### config.mk
export PLATFORM = sky130hd
export DESIGN_NAME = cpu_run_ctrl
export DESIGN_NICKNAME = d
export VERILOG_FILES = /design/src/rtl/cpu_run_ctrl.sv
export SDC_FILE = /design/constraint.sdc
export NUM_CORES = 1
export LEC_CHECK = 0
export ABC_AREA = 1
export CORE_MARGIN = 2
export CORE_UTILIZATION = 40
export CTS_CLUSTER_DIAMETER = 80
export CTS_CLUSTER_SIZE = 10
export DETAILED_ROUTE_END_ITERATION = 10
export DONT_BUFFER_PORTS = 1
export HOLD_SLACK_MARGIN = 0.08
export PLACE_DENSITY = 0.6
export SLEW_MARGIN = 20
export SYNTH_ARGS = -nofsm -noshare
export SYNTH_HDL_FRONTEND = slang
export SYNTH_SLANG_ARGS = --single-unit
### constraint.sdc
create_clock -name clk -period 2 [get_ports clk]
set_input_delay 0.5 -clock clk [delete_from_list [all_inputs] [get_ports clk]]
set_output_delay 0.5 -clock clk [all_outputs]
set_load 0.005 [all_outputs]
### src/rtl/cpu_run_ctrl.sv
// Run controller for CPU benches: sequences CPU reset, counts RUN cycles, detects jump-to-self halt, enforces a cycle budget.
// Optional signature check (pass output, EXPECT_PC parameter) is enabled by defining CPU_RUN_CTRL_SIG_EN.
module cpu_run_ctrl #(
  parameter int PC_W         = 8,
  parameter int CNT_W        = 16,
  parameter int RESET_CYCLES = 4,
  parameter int HALT_STABLE  = 2,
  parameter int MAX_CYCLES   = 15
`ifdef CPU_RUN_CTRL_SIG_EN
  ,
  parameter logic [PC_W-1:0] EXPECT_PC = '0
`endif
) (
  input  logic             clk,
  input  logic             rst_n,
  input  logic             start,
  input  logic [PC_W-1:0]  pc,
  output logic             dut_rst_n,
  output logic             running,
  output logic             done,
  output logic             halted,
  output logic             timeout,
  output logic [CNT_W-1:0] cycles,
  output logic [PC_W-1:0]  halt_pc
`ifdef CPU_RUN_CTRL_SIG_EN
  ,
  output logic             pass
`endif
);

  localparam int ST_W = (HALT_STABLE < 1) ? 1 : $clog2(HALT_STABLE + 1);

  typedef enum logic [2:0] {
    S_IDLE,
    S_RST,
    S_RUN,
    S_HALTED,
    S_TIMEOUT
  } state_t;

  state_t           state_q;
  logic [7:0]       rst_cnt_q;
  logic [ST_W-1:0]  stable_cnt_q;
  logic [ST_W-1:0]  stable_cnt_d;
  logic [CNT_W-1:0] cycles_q;
  logic [CNT_W-1:0] cycles_d;
  logic [PC_W-1:0]  pc_q;
  logic [PC_W-1:0]  halt_pc_q;
  logic             dut_rst_n_q;
  logic             running_q;
  logic             done_q;
  logic             halted_q;
  logic             timeout_q;
  logic             halt_now;
  logic             timeout_now;
`ifdef CPU_RUN_CTRL_SIG_EN
  logic             pass_q;
`endif

  // Next-cycle counter values for RUN; halt has priority over timeout.
  always_comb begin
    cycles_d     = (cycles_q == '1) ? cycles_q : cycles_q + 1'b1;
    stable_cnt_d = '0;
    if (pc == pc_q) begin
      stable_cnt_d = (stable_cnt_q == '1) ? stable_cnt_q : stable_cnt_q + 1'b1;
    end
    halt_now    = (stable_cnt_d >= ST_W'(HALT_STABLE));
    timeout_now = !halt_now && (cycles_d == CNT_W'(MAX_CYCLES));
  end

  always_ff @(posedge clk or negedge rst_n) begin
    if (!rst_n) begin
      state_q      <= S_IDLE;
      rst_cnt_q    <= '0;
      stable_cnt_q <= '0;
      cycles_q     <= '0;
      pc_q         <= '0;
      halt_pc_q    <= '0;
      dut_rst_n_q  <= 1'b0;
      running_q    <= 1'b0;
      done_q       <= 1'b0;
      halted_q     <= 1'b0;
      timeout_q    <= 1'b0;
`ifdef CPU_RUN_CTRL_SIG_EN
      pass_q       <= 1'b0;
`endif
    end else begin
      case (state_q)
        S_IDLE, S_HALTED, S_TIMEOUT: begin
          if (start) begin
            state_q     <= S_RST;
            rst_cnt_q   <= '0;
            cycles_q    <= '0;
            halt_pc_q   <= '0;
            halted_q    <= 1'b0;
            timeout_q   <= 1'b0;
            done_q      <= 1'b0;
            dut_rst_n_q <= 1'b0;
`ifdef CPU_RUN_CTRL_SIG_EN
            pass_q      <= 1'b0;
`endif
          end
        end
        S_RST: begin
          if (rst_cnt_q == 8'(RESET_CYCLES - 1)) begin
            state_q      <= S_RUN;
            dut_rst_n_q  <= 1'b1;
            running_q    <= 1'b1;
            pc_q         <= pc;
            stable_cnt_q <= '0;
          end else begin
            rst_cnt_q <= rst_cnt_q + 8'd1;
          end
        end
        S_RUN: begin
          cycles_q     <= cycles_d;
          stable_cnt_q <= stable_cnt_d;
          pc_q         <= pc;
          if (halt_now) begin
            // CPU is left out of reset so it keeps spinning on its halt loop.
            state_q   <= S_HALTED;
            halted_q  <= 1'b1;
            halt_pc_q <= pc;
            running_q <= 1'b0;
            done_q    <= 1'b1;
`ifdef CPU_RUN_CTRL_SIG_EN
            pass_q    <= (pc == EXPECT_PC);
`endif
          end else if (timeout_now) begin
            state_q     <= S_TIMEOUT;
            timeout_q   <= 1'b1;
            running_q   <= 1'b0;
            done_q      <= 1'b1;
            dut_rst_n_q <= 1'b0;
          end
        end
        default: state_q <= S_IDLE;
      endcase
    end
  end

`ifdef CPU_RUN_CTRL_SIG_EN
  assign pass = pass_q;
`ifndef SYNTHESIS
  always @(posedge clk) begin
    if (rst_n && state_q == S_RUN && (halt_now || timeout_now)) begin
      $display("[cpu_run_ctrl] %s cycles=%0d halt_pc=%0d",
               halt_now ? "HALTED" : "TIMEOUT", cycles_d, halt_now ? pc : '0);
    end
  end
`endif
`endif

  assign dut_rst_n = dut_rst_n_q;
  assign running   = running_q;
  assign done      = done_q;
  assign halted    = halted_q;
  assign timeout   = timeout_q;
  assign cycles    = cycles_q;
  assign halt_pc   = halt_pc_q;

endmodule

Yosys cells after proc, flatten, opt, wreduce, memory -nomap -nowiden
Cells that the tools add are included.
{"block": "op_classes", "n_reduce_logical": 17, "n_mux": 33, "addsub": 3, "order_cmp": 1, "eq_ne": 16}
{"operator": "case mux 8 bit (2 select lines)", "n": 3}
{"operator": "2-to-1 mux 16 bit", "n": 2}
{"operator": "2-to-1 mux 8 bit", "n": 4}
{"operator": "case mux 16 bit (2 select lines)", "n": 1}
{"operator": "adder 16 x 1 -> 16 bit (second input constant)", "n": 1}
{"operator": "equality test 16 bit (second input constant)", "n": 1}
{"operator": "equality test 16 x 4 -> 1 bit (second input constant)", "n": 1}
{"operator": "AND reduction 3 bit", "n": 5}
{"operator": "2-to-1 mux 3 bit", "n": 4}
{"operator": "!= test 2 bit (second input constant)", "n": 6}
{"operator": "2-to-1 mux 1 bit", "n": 9}
{"operator": "case mux 3 bit (3 select lines)", "n": 1}
{"operator": "adder 8 x 1 -> 8 bit (second input constant)", "n": 1}
{"operator": "equality test 8 x 2 -> 1 bit (second input constant)", "n": 1}
{"operator": "equality test 8 bit", "n": 1}
{"operator": "case mux 1 bit (2 select lines)", "n": 4}
{"operator": "equality test 3 x 2 -> 1 bit (second input constant)", "n": 2}
{"operator": "2-to-1 mux 2 bit", "n": 3}
{"operator": "nonzero test 2 bit", "n": 3}
{"operator": "AND reduction 5 bit", "n": 1}
{"operator": "case mux 2 bit (2 select lines)", "n": 1}
{"operator": "AND reduction 2 bit", "n": 2}
{"operator": "AND reduction 4 bit", "n": 1}
{"operator": "equality test 3 x 1 -> 1 bit (second input constant)", "n": 1}
{"operator": "other kinds (11)", "n": 11}
{"block": "totals", "output_inout_bits": 29, "register_bits": 50}

Logic depth before layout (Yosys ltp)
Gate-level depths: netlist of the first run.
{"block": "depth", "ltp_word": 9, "ltp_mapped": 15, "ltp_nobuf": 15}

Least setup slack after synthesis of the first run
Ideal clock, no wire load.
{"block": "synth_timing", "path_type": "reg-to-reg", "start": "register cycles_q[0], in the netlist cycles[0]", "end": "register running_q, in the netlist running", "path_buffers": 0, "t_arrival_ps": 1743, "setup_slack_ps": 138, "period_less_slack_ps": 1862, "required_time_ps": 1881, "stages_incl_launch_ff": 14, "cell_sequence": "dfrtp_1 ha_1 nand2_1 nor2_2 nand2_4 nor2_8 inv_2 o21ai_2 nand3_2 nor2_2 nand3_2 nand2_4 nand2_1 o21a_1"}
{"block": "synth_via", "elab_chain_len": 6}
{"item": "start, declared", "line": "45", "source": "logic [CNT_W-1:0] cycles_q;"}
{"item": "start signal, assigned", "line": "116", "source": "cycles_q <= cycles_d;"}
{"item": "adder 16 x 1 -> 16 bit / equality test 16 bit (equally long branches)", "line": "62", "source": "cycles_d = (cycles_q == '1) ? cycles_q : cycles_q + 1'b1;"}
{"item": "2-to-1 mux 16 bit *", "line": "62"}
{"item": "equality test 16 x 4 -> 1 bit *", "line": "68", "source": "timeout_now = !halt_now && (cycles_d == CNT_W'(MAX_CYCLES));"}
{"item": "logical AND 1 bit *", "line": "68"}
{"item": "!= test 3 bit (no line) *"}
{"item": "AND reduction 3 bit (no line) *"}
{"item": "end signal, assigned", "line": "80", "source": "running_q <= 1'b0;"}
{"item": "end signal, assigned", "line": "108", "source": "running_q <= 1'b1;"}
{"item": "end signal, assigned", "line": "124", "source": "running_q <= 1'b0;"}
{"item": "end, declared", "line": "50", "source": "logic running_q;"}
Mark *: on every way between the ends. The rest lies on a longest branch, timed or not.
A chain may end at the register's enable or synchronous reset.

Worst setup path after layout of the first run
{"block": "layout_timing", "start": "register cycles_q[0], in the netlist cycles[0]", "end": "register state_q[2]"}
{"block": "layout_via", "elab_chain_len": 6}
{"item": "adder 16 x 1 -> 16 bit / equality test 16 bit (equally long branches)", "line": "62"}
{"item": "2-to-1 mux 16 bit *", "line": "62"}
{"item": "equality test 16 x 4 -> 1 bit *", "line": "68"}
{"item": "logical AND 1 bit *", "line": "68"}
{"item": "!= test 3 bit (no line) *"}
{"item": "AND reduction 3 bit (no line) *"}
{"item": "end signal, assigned", "line": "73", "source": "state_q <= S_IDLE;"}
{"item": "end signal, assigned", "line": "91", "source": "state_q <= S_RST;"}
{"item": "end signal, assigned", "line": "106", "source": "state_q <= S_RUN;"}
{"item": "end, declared", "line": "41", "source": "state_t state_q;"}
Marks and branches as above.

==> results.md, run 1 <==
* Most frequent cells in the layout: 92 x nand2_1, 46 x inv_1, 43 x dfrtp_1
* Die width at 86.8 µm
* CTS tree: done
* Crit. End Element: register
* PD cells at 1010 nW/µm²
* Vias in the first global route at 2,302
* Die Area at 7540 µm²
* Combinational share of power at 40.7%
* Clock tree sinks at 50
* Outcome: completed
* Dpl ws at -0.0548 ns
* Syn_nets at 372
* Final WL at 6580 µm
* HP Class: input port to register
* CP peak stage delay at 0.44 ns
* Reg2reg path depth at 11
* Total CTS buffers at 5
* DRT antenna net count at 0
* Worst Skew at 0.0112 ns
* Top-Level Pins at 40
* Yosys cell types at 30
* Setup ws final at 0.0109 ns
* Via count at 2,411
* Clk root buf: clkbuf_8
* Initial antenna violation count at 0
* Port Buffers at 0
* Layout cell share with drive strength beyond 1 at 24.6%
* Inst Count DP at 460
* Critical path's top delay family: simple AND/OR/NAND/NOR gates
* CP startpoint: cycles[0]
* Core ar. at 6720 µm²
* H-Tree Depth at 2
* GRT Total Usage at 18.1%
* Initial core utilization at 40.8%
* Final cell count without fillers at 475
* Top_reg_cell synth: dfrtp_1
* Crit path cell chain: ha_4 > nand3_2 > buf_4 > xor2_1 > nor2_1 > nand3_2 > nor2_2 > nand3_2 > nand2_4 > nand4_1 > nand2_1
* Final hold violations at 0
* Nets at 407
* Die Span Y at 86.8 µm
* Worst path most repeated cell: nand3_2
* Synth async-reset ratio at 100%
* Post-DP HPWL at 4640 µm
* Data required, critical path at 2.25 ns
* Final setup vio count at 0
* Worst skew pair latency at 0.32 ns
* Critical Path Sink: state_q[2]
* Final Cycle Share at 99.5%
* Top post-synthesis cells by area: dfrtp_1 46%, nand2_1 13%, inv_1 6.6%
* Slew Viols, Final at 0
* Startpoint class of the critical path: register
* Fmax at 503 MHz
* Worst hold path cell count at 2
* Clock transition at path regs at 0.10 ns
* Crit-path slowest cell: dfrtp_1
* First-pass GRT wire length at 10,700 µm
* Stages on worst setup path at 11
* Flops & latches, synth at 50
* GPL Wtd Cong at 0.913
* # DRC at 0
* Pre-antenna DRT Iters at 4
* Post-synth EDFFs at 0
* Net Sw Frac at 40.8%
* Syn-to-layout area delta at 21.2%
* Sw Pwr at 1370 µW
* Clock share of power at 18.8%
* Synth warn at 0
* Synth top area share at 45.6%
* RSZ-0062 raised after global routing: yes
* Longest Clk Path Bufs at 2
* Slew headroom at 74.0%
* Area leader, netlist: dfrtp_1
* Largest net degree at the start of global routing at 51
* Fill cell count at 643
* Syn_area_per_cell at 7.64 µm²
* Sequential share of power at 40.5%
* Detailed-route wire length per cell at 13.9 µm
* Cell Rows at 30
* Reg-to-Reg End: state_q[2]
* Critical Setup Path Class: register to register
* Drt initial violations at 128
* Worst path bufs/invs at 1
* Finished Core Util at 49.5%
* Most common cell after layout, fill and taps aside: nand2_1
* Sequential-to-total area share from yosys stat at 45.6%
* Crit-path max FO at 5
* # diodes at 0
* Max capacitance violation total at 0
* Least-Margin Pin Slew at 0.390 ns
* Congestion Overflow GR at 0
* Total Power at 3370 µW
* Critical R2R Launch: cycles[0]
* Final worst path period need at 1.99 ns
* Critical path arrival at 2.24 ns
* Leakage power at 0.00164 µW
* Mapped Area at 2740 µm²
* Max VDD drop at 0.389 mV
* Via-to-Cell Ratio at 5.08
* Pint at 1990 µW
* Syn Inst Count at 359
* FF-to-FF setup slack at 0.01 ns
repair_timing:
item,CTS,global route
pin swaps,0,4
hold endpoints to repair,50,0
gates cloned,0,1
buffers inserted,0,4
endpoints found under the setup margin,7,10
hold buffers,2,0
resized for setup,5,33
power by group through the flow:
stage	registers (µW)	logic, µW	clock network, µW
after floorplan	1350	886	0
after global placement	1370	1180	0
after detailed placement	1370	1200	0
after CTS	1350	1240	661
after global routing	1390	1550	699
final	1360	1370	632
final cells by class:
class	instances	area (µm²)	area share, %
multi-input cells	255	1420	42.7
clock inverters	3	28.8	0.866
clock buffers	5	68.8	2.07
inverters	51	191	5.76
flip-flops and latches	50	1260	37.9
repair buffers	31	255	7.68
well taps	80	100	3.01
how the worst min path moves through the flow:
| stage | start | slack, ns | endpoint |
|---|---|---|---|
| floorplan | rst_n | 0.20 | cycles[0] |
| detailed placement | rst_n | 0.21 | cycles[15] |
| global route | pc[7] | 0.30 | pc_q[7] |
| finish | pc[1] | 0.30 | pc_q[1] |
| global placement | rst_n | 0.21 | cycles[15] |
| CTS | pc[1] | 0.29 | pc_q[1] |
logic make-up after synthesis:
| logic type | count (synthesis) | synth area share [%] |
|---|---|---|
| DFF | 50 | 45.6 |
| buffers and inverters | 55 | 7.71 |
| AOI/OAI and AO/OA | 53 | 11.0 |
| xor gates and xnor gates | 9 | 2.87 |
| adders and majority gates | 2 | 0.912 |
| and+or+nand+nor | 190 | 31.9 |
routing by layer:
layer / wire, µm / GRT usage, %
met1: 2910 / 23.4
met2: 3200 / 29.6
met3: 339 / 3.90
met4: 131 / 6.82
met5: 0 / 0
registers in the layout, indices dropped and copies added, names as in the netlist:
signal / cells
rst_cnt_q: 8
halt_pc: 8
stable_cnt_q: 2
dut_rst_n: 1
timeout: 1
done: 1
pc_q: 8
cycles: 16
state_q: 3
halted: 1
running: 1
stage by stage:
step | setup TNS, ns | cell area, µm² | hold WS (ns)
after floorplan | 0 | 2740 | 0.204
after global placement | 0 | 3010 | 0.206
after detailed placement | -0.227 | 3010 | 0.206
after CTS | 0 | 3170 | 0.290
after global routing | -0.910 | 3320 | 0.296
final | 0 | 3320 | 0.297
worst register-to-register path, cell delays in order, from the launching register on:
cell and delay (ns):
dfrtp_1 0.44, ha_4 0.19, nand3_2 0.11, buf_4 0.17, xor2_1 0.14, nor2_1 0.20, nand3_2 0.10, nor2_2 0.12
nand3_2 0.11, nand2_4 0.11, nand4_1 0.14, nand2_1 0.10
cell usage after synthesis, types with 7 or more instances:
cell type,count
dfrtp_1,50
o21ai_1,9
nand2_2,7
inv_1,48
nor2_2,11
a21oi_1,9
nand2_1,94
o21ai_0,18
o22ai_1,9
nand3_1,17
nand4_1,10
nor2_1,37
Power figures use the tool's default switching activity.
==> inputs of run 2 (changes only) <==
--- a/config.mk
+++ b/config.mk
@@ -13,7 +13,7 @@
 export DETAILED_ROUTE_END_ITERATION = 10
 export DONT_BUFFER_PORTS = 1
 export HOLD_SLACK_MARGIN = 0.08
-export PLACE_DENSITY = 0.6
+export PLACE_DENSITY = 0.62
 export SLEW_MARGIN = 20
 export SYNTH_ARGS = -nofsm -noshare
 export SYNTH_HDL_FRONTEND = slang
==> constraint.sdc (replaced) <==
create_clock -name clk -period 1.8 [get_ports clk]
set_input_delay 0.45 -clock clk [delete_from_list [all_inputs] [get_ports clk]]
set_output_delay 0.45 -clock clk [all_outputs]
set_load 0.005 [all_outputs]
==> run 2 against run 1 <==
  * Via count rose by 6.8%
  * Critical path depth up 2
  * Routed wire length is 3.5% higher
  * The flow now finishes with violations (setup timing)
  * Combinational power rose by 18%
  * Critical endpoint unchanged
==> results.md, run 2 (synthesized netlist as in run 1, its figures left out) <==
* Final hold violations at 0 (unchanged)
* Failing checks: setup timing
* Most frequent cells in the layout: 91 x nand2_1, 63 x buf_4, 46 x inv_1
* HP Class: input port to register
* Final Cycle Share at 111% (+11 points)
* Longest Clk Path Bufs at 2 (unchanged)
* Post-DP HPWL at 4990 µm (+7.4%)
* Slew Viols, Final at 0 (unchanged)
* # DRC at 0 (unchanged)
* CP peak stage delay at 0.42 ns (-0.02 ns)
* Top-Level Pins at 40 (unchanged)
* H-Tree Depth at 2 (unchanged)
* Port Buffers at 0 (unchanged)
* RSZ-0062 raised after global routing: yes
* First-pass GRT wire length at 11,800 µm (+10%)
* Fill cell count at 619 (-3.7%)
* Initial antenna violation count at 0 (unchanged)
* Final setup vio count at 7 (+7)
* Crit. End Element: register
* Crit path cell chain: ha_4 > nand2_4 > nor2_4 > nand2_4 > nor2_8 > buf_4 > nor2_1 > nand2_1 > nor2_2 > nand3_2 > nand2_4 > nand4_1 > nand2_1
* Critical Setup Path Class: register to register
* Via-to-Cell Ratio at 5.04 (-0.76%)
* Worst path bufs/invs at 1 (unchanged)
* Worst hold slack at 0.254 ns (-0.0428 ns)
* Largest net degree at the start of global routing at 51 (unchanged)
* Leakage power at 0.00184 µW (+13%)
* Critical path's top delay family: simple AND/OR/NAND/NOR gates
* PD cells at 1120 nW/µm² (+10%)
* Die Area at 7540 µm² (unchanged)
* Area post-placement at 3300 µm² (+9.5%)
* Worst path most repeated cell: nand2_4
* Data required, critical path at 2.05 ns (-0.20 ns)
* GPL Wtd Cong at 0.871 (-4.5%)
* Crit-path max FO at 8 (+3)
* Syn-to-layout area delta at 33.1%
* Layout cell share with drive strength beyond 1 at 31.6% (+7.0 points)
* Via count at 2,574 (+6.8%)
* Die Span Y at 86.8 µm (unchanged)
* Startpoint class of the critical path: register
* CTS tree: done
* Clock tree sinks at 50 (unchanged)
* Final worst path period need at 1.99 ns (+0.000623 ns)
* Max capacitance violation total at 0 (unchanged)
* Nets at 443 (+8.8%)
* Crit-path slowest cell: dfrtp_1
* Max FFs per register at 16 (unchanged)
* Setup ws final at -0.190 ns (-0.201 ns)
* Detailed-route wire length per cell at 13.3 µm (-3.8%)
* Least-Margin Pin Slew at 0.382 ns (-0.00817 ns)
* Vias in the first global route at 2,526 (+9.7%)
* Worst Skew at 0.00840 ns (-0.00278 ns)
* Final WL at 6810 µm (+3.5%)
* # diodes at 0 (unchanged)
* Die width at 86.8 µm (unchanged)
* Fin area at 3650 µm² (+9.9%)
* Critical path arrival at 2.24 ns (about the same)
* DRT antenna net count at 0 (unchanged)
* Most common cell after layout, fill and taps aside: nand2_1
* Cell Rows at 30 (unchanged)
* Max VDD drop at 0.582 mV (+50%)
* Outcome: complete, but fails checks
* Initial core utilization at 40.8% (unchanged)
* Congestion Overflow GR at 0 (unchanged)
* Fmax at 503 MHz (about the same)
* GRT Total Usage at 19.8% (+1.7 points)
* Slew headroom at 74.6% (+0.54 points)
* Total CTS buffers at 5 (unchanged)
* Clock transition at path regs at 0.10 ns (about the same)
* Pre-antenna DRT Iters at 4 (unchanged)
* Drt initial violations at 116 (-9.4%)
* Core ar. at 6720 µm² (unchanged)
* Worst skew pair latency at 0.31 ns (about the same)
* Clk root buf: clkbuf_8
## run 2: through the flow
stage	power, µW	utilization (%)	TNS, ns	cells	worst slack, ns
floorplan	2480	-	-0.264	359	-0.0505
global placement	2980	49.1	-0.695	496	-0.119
detailed placement	3020	49.1	-1.57	496	-0.249
CTS	4040	52.8	-0.875	508	-0.136
global route	4390	54.4	-3.24	511	-0.339
finish	4080	54.4	-1.25	511	-0.190
## run 2: area by class of cell
type	count	area, µm²	area share, %
Inverter	51	191	5.24
Timing Repair Buffer	68	553	15.1
Sequential cell	50	1260	34.5
Clock inverter	3	68.8	1.88
Tap cell	80	100	2.74
Clock buffer	5	68.8	1.88
Multi-Input combinational cell	254	1410	38.6
## run 2: power by group
part | total [µW] | leakage, µW | internal (µW) | switching, µW
Clock | 962 | 0.0000683 | 557 | 405
Sequential | 1500 | 0.000655 | 1340 | 158
Combinational | 1620 | 0.00112 | 661 | 963
## run 2: final timing paths
kind / cells after the start / start / endpoint / slack (ns)
setup reg to reg: 13 / cycles[0] / state_q[2] / -0.19
max in group asynchronous: 2 / rst_n / cycles[4] / 0.90
hold reg to reg: 2 / halted / halted / 0.50
min in group asynchronous: 2 / rst_n / cycles[15] / 0.64
hold / removal: 2 / pc[7] / pc_q[7] / 0.25
setup / recovery: 13 / cycles[0] / state_q[2] / -0.19
## run 2: repair_timing
item	CTS	global route
hold buffers	2	0
setup buffers	2	3
hold endpoints to repair	50	0
gates resized for setup	14	28
pin swaps	16	8
setup endpoints to repair	7	25
## run 2: metal layers
metal	up-vias	track usage, %	wire, µm
met2	73	33.0	3240
met1	1192	25.3	2960
met4	0	6.25	141
li1	1290	-	-
met3	19	4.95	473
met5	-	0	0
